**src/rtl/fp_pkg.sv**
```systemverilog
// Shared types and default widths for the floating-point normaliser.
// FSM state encoding plus default exponent/mantissa widths.
package fp_pkg;

    localparam int FP_EXP_W  = 8;
    localparam int FP_MANT_W = 28;

    typedef enum logic [1:0] {
        IDLE  = 2'd0,
        SHIFT = 2'd1,
        DONE  = 2'd2
    } fp_norm_state_t;

endpackage

```
**src/rtl/fp_norm_exp_step.sv**
```systemverilog
// Exponent step unit: +1 with all-ones saturation, or -1, plus zero detect.
// o_sat flags an increment that reached or stayed at all-ones.
module fp_norm_exp_step #(
    parameter int EXP_W = 8
) (
    input  logic [EXP_W-1:0] i_exp,
    input  logic             i_dec,
    output logic [EXP_W-1:0] o_exp,
    output logic             o_sat,
    output logic             o_zero
);

    localparam logic [EXP_W-1:0] ALL1 = '1;
    localparam logic [EXP_W-1:0] ONE  = {{(EXP_W-1){1'b0}}, 1'b1};

    logic [EXP_W-1:0] w_inc;
    logic             w_inc_sat;

    assign w_inc     = i_exp + ONE;
    assign w_inc_sat = (i_exp == ALL1) || (w_inc == ALL1);

    // Select decrement or saturating increment.
    always_comb begin
        o_exp = i_exp;
        o_sat = 1'b0;
        if (i_dec) begin
            o_exp = i_exp - ONE;
        end else begin
            o_exp = w_inc_sat ? ALL1 : w_inc;
            o_sat = w_inc_sat;
        end
    end

    assign o_zero = (o_exp == '0);

endmodule

```
**src/rtl/fp_normalizer.sv**
```systemverilog
// Multi-cycle mantissa normaliser with valid/ready handshakes.
// Optional macro FP_NORM_STICKY_EN keeps a sticky bit on the right-shift path.
module fp_normalizer
    import fp_pkg::*;
#(
    parameter int EXP_W  = FP_EXP_W,
    parameter int MANT_W = FP_MANT_W
) (
    input  logic              i_clk,
    input  logic              i_rst,
    input  logic              i_valid,
    output logic              o_ready,
    input  logic [EXP_W-1:0]  i_exp,
    input  logic [MANT_W-1:0] i_mant,
    output logic              o_valid,
    input  logic              i_ready,
    output logic [EXP_W-1:0]  o_exp,
    output logic [MANT_W-1:0] o_mant,
    output logic              o_overflow,
    output logic              o_underflow,
    output logic              o_zero
);

    localparam int CB = MANT_W - 1;
    localparam int HB = MANT_W - 2;

    fp_norm_state_t    r_state;
    fp_norm_state_t    w_state_nxt;
    logic [EXP_W-1:0]  r_exp;
    logic [EXP_W-1:0]  w_exp_nxt;
    logic [MANT_W-1:0] r_mant;
    logic [MANT_W-1:0] w_mant_nxt;
    logic              r_ovf;
    logic              r_udf;
    logic              r_zero;
    logic              w_ovf_nxt;
    logic              w_udf_nxt;
    logic              w_zero_nxt;

    logic              w_in_shift;
    logic [EXP_W-1:0]  w_step_in;
    logic [EXP_W-1:0]  w_step_exp;
    logic              w_step_sat;
    logic              w_step_zero;
    logic [MANT_W-1:0] w_shr;
    logic [MANT_W-1:0] w_shl;

    // One step unit: increments the incoming exponent while idle,
    // decrements the held exponent while shifting left.
    assign w_in_shift = (r_state == SHIFT);
    assign w_step_in  = w_in_shift ? r_exp : i_exp;

    fp_norm_exp_step #(
        .EXP_W (EXP_W)
    ) u_exp_step (
        .i_exp  (w_step_in),
        .i_dec  (w_in_shift),
        .o_exp  (w_step_exp),
        .o_sat  (w_step_sat),
        .o_zero (w_step_zero)
    );

`ifdef FP_NORM_STICKY_EN
    assign w_shr = {1'b0, i_mant[CB:2], i_mant[1] | i_mant[0]};
`else
    assign w_shr = {1'b0, i_mant[CB:1]};
`endif

    assign w_shl = {r_mant[MANT_W-2:0], 1'b0};

    // Next-state and datapath update for the normalise sequence.
    always_comb begin
        w_state_nxt = r_state;
        w_exp_nxt   = r_exp;
        w_mant_nxt  = r_mant;
        w_ovf_nxt   = r_ovf;
        w_udf_nxt   = r_udf;
        w_zero_nxt  = r_zero;
        unique case (r_state)
            IDLE: begin
                if (i_valid) begin
                    w_ovf_nxt  = 1'b0;
                    w_udf_nxt  = 1'b0;
                    w_zero_nxt = 1'b0;
                    w_exp_nxt  = i_exp;
                    w_mant_nxt = i_mant;
                    w_state_nxt = DONE;
                    if (i_mant == '0) begin
                        w_exp_nxt  = '0;
                        w_zero_nxt = 1'b1;
                    end else if (i_mant[CB]) begin
                        w_mant_nxt = w_shr;
                        w_exp_nxt  = w_step_exp;
                        w_ovf_nxt  = w_step_sat;
                    end else if (i_mant[HB]) begin
                        w_state_nxt = DONE;
                    end else if (i_exp == '0) begin
                        w_udf_nxt = 1'b1;
                    end else begin
                        w_state_nxt = SHIFT;
                    end
                end
            end
            SHIFT: begin
                w_mant_nxt = w_shl;
                w_exp_nxt  = w_step_exp;
                if (w_shl[HB] || w_step_zero) begin
                    w_state_nxt = DONE;
                    w_udf_nxt   = ~w_shl[HB];
                end
            end
            DONE: begin
                if (i_ready) begin
                    w_state_nxt = IDLE;
                end
            end
            default: begin
                w_state_nxt = IDLE;
            end
        endcase
    end

    // State and result registers; reset discards any result in flight.
    always_ff @(posedge i_clk) begin
        if (i_rst) begin
            r_state <= IDLE;
            r_exp   <= '0;
            r_mant  <= '0;
            r_ovf   <= 1'b0;
            r_udf   <= 1'b0;
            r_zero  <= 1'b0;
        end else begin
            r_state <= w_state_nxt;
            r_exp   <= w_exp_nxt;
            r_mant  <= w_mant_nxt;
            r_ovf   <= w_ovf_nxt;
            r_udf   <= w_udf_nxt;
            r_zero  <= w_zero_nxt;
        end
    end

    assign o_ready     = (r_state == IDLE) && !i_rst;
    assign o_valid     = (r_state == DONE) && !i_rst;
    assign o_exp       = r_exp;
    assign o_mant      = r_mant;
    assign o_overflow  = r_ovf  & o_valid;
    assign o_underflow = r_udf  & o_valid;
    assign o_zero      = r_zero & o_valid;

endmodule

```
**config.mk**
```make
export PLATFORM = sky130hd
export DESIGN_NAME = fp_normalizer
export DESIGN_NICKNAME = d
export VERILOG_FILES = /design/src/rtl/fp_pkg.sv /design/src/rtl/fp_norm_exp_step.sv /design/src/rtl/fp_normalizer.sv
export SDC_FILE = /design/constraint.sdc
export NUM_CORES = 1
export LEC_CHECK = 0
export ABC_AREA = 1
export BUFFER_PORTS_ARGS = -buffer_cell sky130_fd_sc_hd__clkbuf_2
export CORE_MARGIN = 2
export CORE_UTILIZATION = 25
export CTS_BUF_LIST = sky130_fd_sc_hd__clkbuf_4 sky130_fd_sc_hd__clkbuf_8
export DETAILED_ROUTE_END_ITERATION = 16
export GPL_ROUTABILITY_DRIVEN = 0
export HOLD_SLACK_MARGIN = 0.06
export PLACE_DENSITY_LB_ADDON = 0.2
export SLEW_MARGIN = 10
export SYNTH_ARGS = -nofsm -noshare
export SYNTH_HDL_FRONTEND = slang
export SYNTH_SLANG_ARGS = --single-unit
export TNS_END_PERCENT = 30
```
**constraint.sdc**
```tcl
create_clock -name i_clk -period 2.9 [get_ports i_clk]
set_clock_uncertainty 0.2 [all_clocks]
set_input_delay 0 -clock i_clk [delete_from_list [all_inputs] [get_ports i_clk]]
set_output_delay 0 -clock i_clk [all_outputs]
set_load 0.05 [all_outputs]
```
==> results of run 1 <==
==> worst min path at each step <==
stage	depth (start not counted)	endpoint	slack [ps]	start
final	6	r_state[1]$_SDFFE_PP0P_	80	i_mant[1]
after CTS	8	r_state[0]$_SDFFE_PP0P_	80	i_mant[27]
after global placement	2	r_ovf$_SDFFE_PP0P_	70	i_rst
after detailed placement	2	o_exp[3]$_SDFFE_PP0P_	80	i_rst
after floorplan	2	o_mant[0]$_SDFFE_PP0P_	3	i_mant[0]
after global routing	6	r_state[1]$_SDFFE_PP0P_	140	i_mant[1]
==> layout make-up <==
type,count,area share (%)
Clock buffer,6,1.92
Clock inverter,2,0.975
Inverter,47,4.50
Multi-Input combinational cell,367,43.4
Sequential cell,41,20.8
Tap cell,140,4.40
Timing Repair Buffer,136,24.1
==> flip-flops by register name, summed over array words and instances, names as in the netlist <==
signal and cells:
o_exp 8, o_mant 28, r_ovf 1, r_state 2
r_udf 1, r_zero 1
==> power groups by stage <==
stage	Clock (mW)	Combinational [mW]	Sequential (mW)
floorplan	0	0.344	0.883
global placement	0	0.730	0.700
detailed placement	0	0.731	0.700
CTS	0.526	0.795	0.688
global route	0.547	0.884	0.700
finish	0.515	0.805	0.690
==> stage by stage <==
stage	power [mW]	TNS [ps]	instance area [µm²]	setup slack, ps
after global routing	2.13	-58.6	3980	-27.1
after global placement	1.43	0	3320	215
after floorplan	1.23	0	2810	173
after CTS	2.01	0	3940	67.5
final	2.01	0	3980	269
after detailed placement	1.43	0	3320	102
==> timing repair <==
action | CTS | global route
resized for setup | 0 | 9
hold endpoints to repair | 39 | 0
buffers inserted | 0 | 1
endpoints found under the setup margin | 0 | 7
hold buffers | 50 | 0
==> worst reg2reg max path: stages, from the launching register on <==
cell	delay, ps
sky130_fd_sc_hd__dfxtp_2	360
sky130_fd_sc_hd__inv_4	130
sky130_fd_sc_hd__nand2_8	110
sky130_fd_sc_hd__nand2_1	90
sky130_fd_sc_hd__nand2_2	80
sky130_fd_sc_hd__buf_12	140
sky130_fd_sc_hd__nor2_2	120
sky130_fd_sc_hd__nand2_1	130
sky130_fd_sc_hd__nor2_1	170
sky130_fd_sc_hd__nand2_1	80
sky130_fd_sc_hd__nand3_1	160
sky130_fd_sc_hd__nand2_1	90
sky130_fd_sc_hd__nor2_1	80
sky130_fd_sc_hd__nand3_1	70
sky130_fd_sc_hd__nor2_1	140
sky130_fd_sc_hd__nand3_1	130
sky130_fd_sc_hd__nand2_1	90
sky130_fd_sc_hd__nand2_1	60
sky130_fd_sc_hd__a21oi_1	150
==> cell families after synthesis <==
kind of cell / count (synthesis) / synth area share, %
simple gates: 246 / 37.3
flops: 41 / 29.2
buf+inv: 73 / 9.96
fa+ha+maj: 1 / 0.445
compound gates: 119 / 22.8
xor+xnor: 1 / 0.311
==> synth_stat cells (3+ instances only) <==
master | n | area, µm²
sky130_fd_sc_hd__nand2_1 | 155 | 582
sky130_fd_sc_hd__o21ai_0 | 57 | 285
sky130_fd_sc_hd__inv_1 | 44 | 165
sky130_fd_sc_hd__a21oi_1 | 42 | 210
sky130_fd_sc_hd__dfxtp_1 | 41 | 821
sky130_fd_sc_hd__nand3_1 | 35 | 175
sky130_fd_sc_hd__nor2_1 | 27 | 101
sky130_fd_sc_hd__clkbuf_1 | 18 | 67.6
sky130_fd_sc_hd__o211ai_1 | 10 | 75.1
sky130_fd_sc_hd__nand4_1 | 6 | 37.5
sky130_fd_sc_hd__a31oi_1 | 5 | 31.3
sky130_fd_sc_hd__buf_1 | 5 | 18.8
sky130_fd_sc_hd__nand2_2 | 5 | 31.3
sky130_fd_sc_hd__nor4_1 | 5 | 31.3
sky130_fd_sc_hd__nor3_1 | 4 | 20.0
sky130_fd_sc_hd__nor2_2 | 3 | 18.8
==> per-layer routing <==
layer  vias to the layer above  wire length, µm
li1                       1823                -
met1                      1575             4370
met2                       132             4880
met3                        25              708
met4                         0              286
met5                         -                0
==> out/summary.json, run 1 <==
{
  "finalCriticalPeriod": {"value": 2630, "unit": "ps"},
  "floorplan.io_pins": {"value": 81},
  "layout.nets": {"value": 639},
  "dp_hpwl": {"value": 7180, "unit": "µm"},
  "ys_warn_count": {"value": 0},
  "power.share.clock": {"value": 25.6, "unit": "%"},
  "die_h": {"value": 110, "unit": "µm"},
  "multiInputGateArea": {"value": 0.00173, "unit": "mm²"},
  "floorplan.die_area": {"value": 0.0121, "unit": "mm²"},
  "worst_path_dominant_cell_family": {"value": "simple AND/OR/NAND/NOR gates"},
  "synth_instances": {"value": 481},
  "worst-r2r-cell-count": {"value": 18},
  "slew_worst_pin": {"value": 741, "unit": "ps"},
  "remaining_drc_errors": {"value": 0},
  "num-fill-cells": {"value": 1215},
  "cts-root-buf": {"value": "sky130_fd_sc_hd__clkbuf_8"},
  "crit_slowest_cell": {"value": "sky130_fd_sc_hd__dfxtp_2"},
  "power_switching_share": {"value": 43.1, "unit": "%"},
  "power.density": {"value": 505, "unit": "mW/mm²"},
  "cts_tree": {"value": "done"},
  "max-cap-violations": {"value": 0},
  "timing.critical_path.mode_cell": {"value": "sky130_fd_sc_hd__nand2_1"},
  "min-delay-path-class": {"value": "in -> reg"},
  "fin_worst_hold_slack": {"value": 75.2, "unit": "ps"},
  "crit_path_max_incr_delay": {"value": 360, "unit": "ps"},
  "worstReg2RegStart": {"value": "r_state[1]$_SDFFE_PP0P_"},
  "fp.dieW": {"value": 110, "unit": "µm"},
  "regToRegEndpoint": {"value": "r_state[1]$_SDFFE_PP0P_"},
  "dr.pass1.iters": {"value": 5},
  "met2_capacity_usage_during_global_routing": {"value": 30.5, "unit": "%"},
  "met3_usage": {"value": 3.35, "unit": "%"},
  "starting_density": {"value": 25.8, "unit": "%"},
  "core_box_area": {"value": 0.0109, "unit": "mm²"},
  "synth_flop_cell": {"value": "sky130_fd_sc_hd__dfxtp_1"},
  "cts-buffers-inserted": {"value": 5},
  "ys_seq_area_share": {"value": 29.2, "unit": "%"},
  "ys_types": {"value": 30},
  "worst-setup-path-type": {"value": "reg -> reg"},
  "cts_max_path_buffers": {"value": 2},
  "reg2reg_slack": {"value": 270, "unit": "ps"},
  "synth-edff-count": {"value": 0},
  "mostFrequentLayoutCells": {"value": "sky130_fd_sc_hd__nand2_1, sky130_fd_sc_hd__clkbuf_2, sky130_fd_sc_hd__o21ai_0"},
  "cts.clk_slew.worst_paths": {"value": 80, "unit": "ps"},
  "cts_sinks": {"value": 41},
  "grt_antenna_before_repair": {"value": 0},
  "path_cells": {"value": "inv_4, nand2_8, nand2_1, nand2_2, buf_12, nor2_2, nand2_1, nor2_1, nand2_1, nand3_1, nand2_1, nor2_1, nand3_1, nor2_1, nand3_1, nand2_1, nand2_1, a21oi_1"},
  "worstPathRequired": {"value": 2940, "unit": "ps"},
  "vias": {"value": 3555},
  "syn-mean-instance-area": {"value": 5.85, "unit": "µm²"},
  "vdd.ir_drop.worst": {"value": 0.207, "unit": "mV"},
  "p_int": {"value": 1.14, "unit": "mW"},
  "worstSetupStartpoint": {"value": "r_state[1]$_SDFFE_PP0P_"},
  "post-place-cells": {"value": 680},
  "global_route.overflow_total": {"value": 0},
  "crit_end": {"value": "r_state[1]$_SDFFE_PP0P_"},
  "via_count_of_the_first_global_routing_pass": {"value": 3390},
  "ff_latch_area": {"value": 826, "unit": "µm²"},
  "sequentialPowerShare": {"value": 34.3, "unit": "%"},
  "rows": {"value": 38},
  "grt_first_pass_wirelength": {"value": 16200, "unit": "µm"},
  "startpoint_type": {"value": "register"},
  "cellLeakagePower": {"value": 1.92, "unit": "nW"},
  "timing.max_slew.rel_slack": {"value": 50.6, "unit": "%"},
  "critical_path_depth": {"value": 18},
  "syn_nets": {"value": 522},
  "finalCritPeriodShare": {"value": 90.7, "unit": "%"},
  "layout.cells.non_filler": {"value": 739},
  "max_freq": {"value": 0.380, "unit": "GHz"},
  "synth.ff_latch_count": {"value": 41},
  "p_sw": {"value": 0.866, "unit": "mW"},
  "run_status": {"value": "complete, no violations"},
  "synth-async-reset-ratio": {"value": 0, "unit": "%"},
  "critPathBufInv": {"value": 2},
  "first_iter_violations": {"value": 159},
  "wirelength": {"value": 10200, "unit": "µm"},
  "fin_util": {"value": 36.5, "unit": "%"},
  "groute.usage.overall": {"value": 17.2, "unit": "%"},
  "grt_max_degree": {"value": 49},
  "drt-wirelength-per-cell": {"value": 13.9, "unit": "µm"},
  "area_growth": {"value": 41.5, "unit": "%"},
  "worst-path-max-fanout": {"value": 16},
  "finalSetupViolCount": {"value": 0},
  "buffer_ports.inserted": {"value": 80},
  "antenna_cells_inserted": {"value": 0},
  "fraction_of_layout_cells_with_a_size_suffix_above_1": {"value": 18.7, "unit": "%"},
  "most_common_library_cell_in_the_layout_ignoring_fill_and_taps": {"value": "sky130_fd_sc_hd__nand2_1"},
  "htree_num_levels": {"value": 2},
  "final_hold_vio_count": {"value": 0},
  "comb_power_share": {"value": 40.0, "unit": "%"},
  "final_max_slew_viol_count": {"value": 0},
  "synthesis.area": {"value": 0.00281, "unit": "mm²"},
  "grt_use_met1": {"value": 20.4, "unit": "%"},
  "post_drt_via_cell_ratio": {"value": 4.81},
  "global_route.peak_usage_layer": {"value": "met2"},
  "critPathCaptureType": {"value": "register"},
  "critical_path_arrival": {"value": 2670, "unit": "ps"},
  "worstSkewPairLatency": {"value": 320, "unit": "ps"},
  "final_ant_viol_nets": {"value": 0}
}
(Power assumes the default switching activity.)
==> inputs of run 2 (changes only) <==
==> constraint.sdc (replaced) <==
create_clock -name i_clk -period 2.7 [get_ports i_clk]
set_clock_uncertainty 0.2 [all_clocks]
set_input_delay 0 -clock i_clk [delete_from_list [all_inputs] [get_ports i_clk]]
set_output_delay 0 -clock i_clk [all_outputs]
set_load 0.05 [all_outputs]
==> run 2 against run 1 <==
Sequential cell count unchanged. Setup slack got worse by 140 ps. Utilization rose by 2.4 points. First-iteration DRC count increased by 20%. Maximum frequency rose by 2.5%. Die area is the same. Clock power down 13%. Non-clock buffer count increased by 25. Worst hold slack worse by 25 ps. Power rose by 5.9%.
==> out/summary.json, run 2 (same netlist as run 1, synthesis figures left out) <==
{
  "worstSkewPairLatency": {"value": 310, "unit": "ps", "change": "was 320 ps"},
  "via_count_of_the_first_global_routing_pass": {"value": 3607, "change": "was 3390"},
  "floorplan.io_pins": {"value": 81, "change": "unchanged"},
  "dr.pass1.iters": {"value": 5, "change": "unchanged"},
  "wirelength": {"value": 10600, "unit": "µm", "change": "was 10200 µm"},
  "worst_hold_path.endpoint": {"value": "r_state[1]$_SDFFE_PP0P_", "change": "unchanged"},
  "core_box_area": {"value": 0.0109, "unit": "mm²", "change": "unchanged"},
  "regToRegEndpoint": {"value": "o_mant[4]$_SDFFE_PP0P_", "change": "was r_state[1]$_SDFFE_PP0P_"},
  "worst-setup-path-type": {"value": "reg -> reg", "change": "unchanged"},
  "fin_util": {"value": 38.9, "unit": "%", "change": "was 36.5%"},
  "rows": {"value": 38, "change": "unchanged"},
  "power.density": {"value": 502, "unit": "mW/mm²", "change": "was 505 mW/mm²"},
  "htree_num_levels": {"value": 2, "change": "unchanged"},
  "dp_hpwl": {"value": 7330, "unit": "µm", "change": "was 7180 µm"},
  "startpoint_type": {"value": "register", "change": "unchanged"},
  "finalCritPeriodShare": {"value": 95.0, "unit": "%", "change": "was 90.7%"},
  "slew_worst_pin": {"value": 470, "unit": "ps", "change": "was 741 ps"},
  "worstPathRequired": {"value": 2760, "unit": "ps", "change": "was 2940 ps"},
  "post_drt_via_cell_ratio": {"value": 4.78, "change": "was 4.81"},
  "finalCriticalPeriod": {"value": 2570, "unit": "ps", "change": "was 2630 ps"},
  "setup_repair_after_global_routing_missed_its_margin": {"value": "no"},
  "drt-wirelength-per-cell": {"value": 13.8, "unit": "µm", "change": "was 13.9 µm"},
  "groute.usage.overall": {"value": 17.9, "unit": "%", "change": "was 17.2%"},
  "worst-path-max-fanout": {"value": 7, "change": "was 16"},
  "hold_path_startpoint": {"value": "i_mant[1]", "change": "unchanged"},
  "worstReg2RegStart": {"value": "r_state[0]$_SDFFE_PP0P_", "change": "was r_state[1]$_SDFFE_PP0P_"},
  "first_iter_violations": {"value": 191, "change": "was 159"},
  "mostFrequentLayoutCells": {"value": "sky130_fd_sc_hd__nand2_1, sky130_fd_sc_hd__clkbuf_2, sky130_fd_sc_hd__dlygate4sd3_1", "change": "was sky130_fd_sc_hd__nand2_1, sky130_fd_sc_hd__clkbuf_2, sky130_fd_sc_hd__o21ai_0"},
  "fraction_of_layout_cells_with_a_size_suffix_above_1": {"value": 22.4, "unit": "%", "change": "was 18.7%"},
  "timing.max_slew.rel_slack": {"value": 68.4, "unit": "%", "change": "was 50.6%"},
  "max-cap-violations": {"value": 0, "change": "unchanged"},
  "global_route.overflow_total": {"value": 0, "change": "unchanged"},
  "grt_first_pass_wirelength": {"value": 17100, "unit": "µm", "change": "was 16200 µm"},
  "buffer_ports.inserted": {"value": 80, "change": "unchanged"},
  "vdd.ir_drop.worst": {"value": 0.289, "unit": "mV", "change": "was 0.207 mV"},
  "finalSetupViolCount": {"value": 0, "change": "unchanged"},
  "cts-buffers-inserted": {"value": 5, "change": "unchanged"},
  "worst-r2r-cell-count": {"value": 10, "change": "was 18"},
  "cellLeakagePower": {"value": 2.03, "unit": "nW", "change": "was 1.92 nW"},
  "starting_density": {"value": 25.8, "unit": "%", "change": "unchanged"},
  "largest_register_ffs": {"value": 28, "change": "unchanged"},
  "total_power_consumption_of_the_routed_design": {"value": 2.13, "unit": "mW", "change": "was 2.01 mW"},
  "area_growth": {"value": 50.7, "unit": "%", "change": "was 41.5%"},
  "remaining_drc_errors": {"value": 0, "change": "unchanged"},
  "cts.clk_slew.worst_paths": {"value": 100, "unit": "ps", "change": "was 80 ps"},
  "vias": {"value": 3658, "change": "was 3555"},
  "critPathCaptureType": {"value": "register", "change": "unchanged"},
  "final_hold_vio_count": {"value": 0, "change": "unchanged"},
  "run_status": {"value": "complete, no violations", "change": "unchanged"},
  "fp.dieW": {"value": 110, "unit": "µm", "change": "unchanged"},
  "critical_path_arrival": {"value": 2620, "unit": "ps", "change": "was 2670 ps"},
  "grt_max_degree": {"value": 49, "change": "unchanged"},
  "final_max_slew_viol_count": {"value": 0, "change": "unchanged"},
  "final_ant_viol_nets": {"value": 0, "change": "unchanged"},
  "most_common_library_cell_in_the_layout_ignoring_fill_and_taps": {"value": "sky130_fd_sc_hd__nand2_1", "change": "unchanged"},
  "cts_tree": {"value": "done", "change": "unchanged"},
  "cts-root-buf": {"value": "sky130_fd_sc_hd__clkbuf_8", "change": "unchanged"},
  "num-fill-cells": {"value": 1180, "change": "was 1215"},
  "floorplan.die_area": {"value": 0.0121, "unit": "mm²", "change": "unchanged"},
  "antenna_cells_inserted": {"value": 0, "change": "unchanged"},
  "timing.setup.tns": {"value": 0, "unit": "ps", "change": "unchanged"},
  "grt_antenna_before_repair": {"value": 0, "change": "unchanged"},
  "holdPathStages": {"value": 6, "change": "unchanged"},
  "min-delay-path-class": {"value": "in -> reg", "change": "unchanged"},
  "layout.nets": {"value": 666, "change": "was 639"},
  "reg2reg_slack": {"value": 130, "unit": "ps", "change": "was 270 ps"},
  "cts_max_path_buffers": {"value": 2, "change": "unchanged"},
  "die_h": {"value": 110, "unit": "µm", "change": "unchanged"},
  "max_freq": {"value": 0.390, "unit": "GHz", "change": "was 0.380 GHz"},
  "cts_sinks": {"value": 41, "change": "unchanged"}
}
run 2: cell types whose count changed in the layout (fill, tap and decap cells not counted), sizes merged:
cell | previous run | this run
dlygate4sd3 | 50 | 62
clkbuf | 86 | 85
inv | 47 | 45
bufinv | 1 | 0
buf | 6 | 19
clkinvlp | 0 | 6
run 2: power by group:
part	internal, mW	leakage (nW)	switching, mW
logic	0.313	1.65	0.627
registers	0.677	0.339	0.0651
clock network	0.184	0.0445	0.264
total	1.17	2.03	0.955
run 2: repair_timing:
action                                  CTS  global route
setup buffers                             0            10
endpoints found under the setup margin    0            20
hold endpoints to repair                 39             0
resized for setup                         0            27
hold buffers                             62             0
run 2: worst max path at each step:
stage               cells past startpoint  slack, ps                 endpoint               startpoint
finish                                 10        130   o_mant[4]$_SDFFE_PP0P_  r_state[0]$_SDFFE_PP0P_
CTS                                    19         20       r_udf$_SDFFE_PP0P_  r_state[1]$_SDFFE_PP0P_
floorplan                              18        200  r_state[0]$_SDFFE_PP0P_    o_exp[0]$_SDFFE_PP0P_
global route                           17          9  r_state[1]$_SDFFE_PP0P_  r_state[0]$_SDFFE_PP0P_
detailed placement                     19         40       r_udf$_SDFFE_PP0P_  r_state[1]$_SDFFE_PP0P_
global placement                       16        140  r_state[0]$_SDFFE_PP0P_  r_state[1]$_SDFFE_PP0P_
run 2: worst max-delay path: stages (launching register included):
cell and delay [ps]:
sky130_fd_sc_hd__dfxtp_4 390, sky130_fd_sc_hd__buf_4 170, sky130_fd_sc_hd__nor2_1 120, sky130_fd_sc_hd__inv_1 100
sky130_fd_sc_hd__nor2_2 260, sky130_fd_sc_hd__clkinvlp_4 250, sky130_fd_sc_hd__buf_4 200, sky130_fd_sc_hd__nand2_1 50
sky130_fd_sc_hd__o21ai_0 70, sky130_fd_sc_hd__a21oi_1 140, sky130_fd_sc_hd__dlygate4sd3_1 560
run 2: per-stage QoR:
stage / std cells / setup slack, ps / area, µm² / hold WS [ps]
after CTS: 754 / 21.2 / 4070 / 72.4
after global placement: 684 / 139 / 3360 / 123
after detailed placement: 684 / 39.5 / 3360 / 121
after floorplan: 481 / 196 / 2820 / 3.40
after global routing: 766 / 8.57 / 4240 / 136
final: 766 / 134 / 4240 / 49.9
run 2: metal layers:
layer	GRT usage (%)	wire, µm	vias to the layer above
met5	0	0	-
met4	5.42	211	0
met3	3.53	701	20
met2	31.8	5070	132
met1	21.6	4580	1628
li1	-	-	1878
run 2: cell type report:
class,instances,area (µm²),area share (%)
Clock buffer,5,68.8,1.62
Clock inverter,3,21.3,0.502
Inverter,47,195,4.60
Multi-Input combinational cell,367,1780,41.9
Sequential cell,41,828,19.5
Tap cell,140,175,4.13
Timing Repair Buffer,161,1160,27.4
Timing Repair inverter,2,10.0,0.236
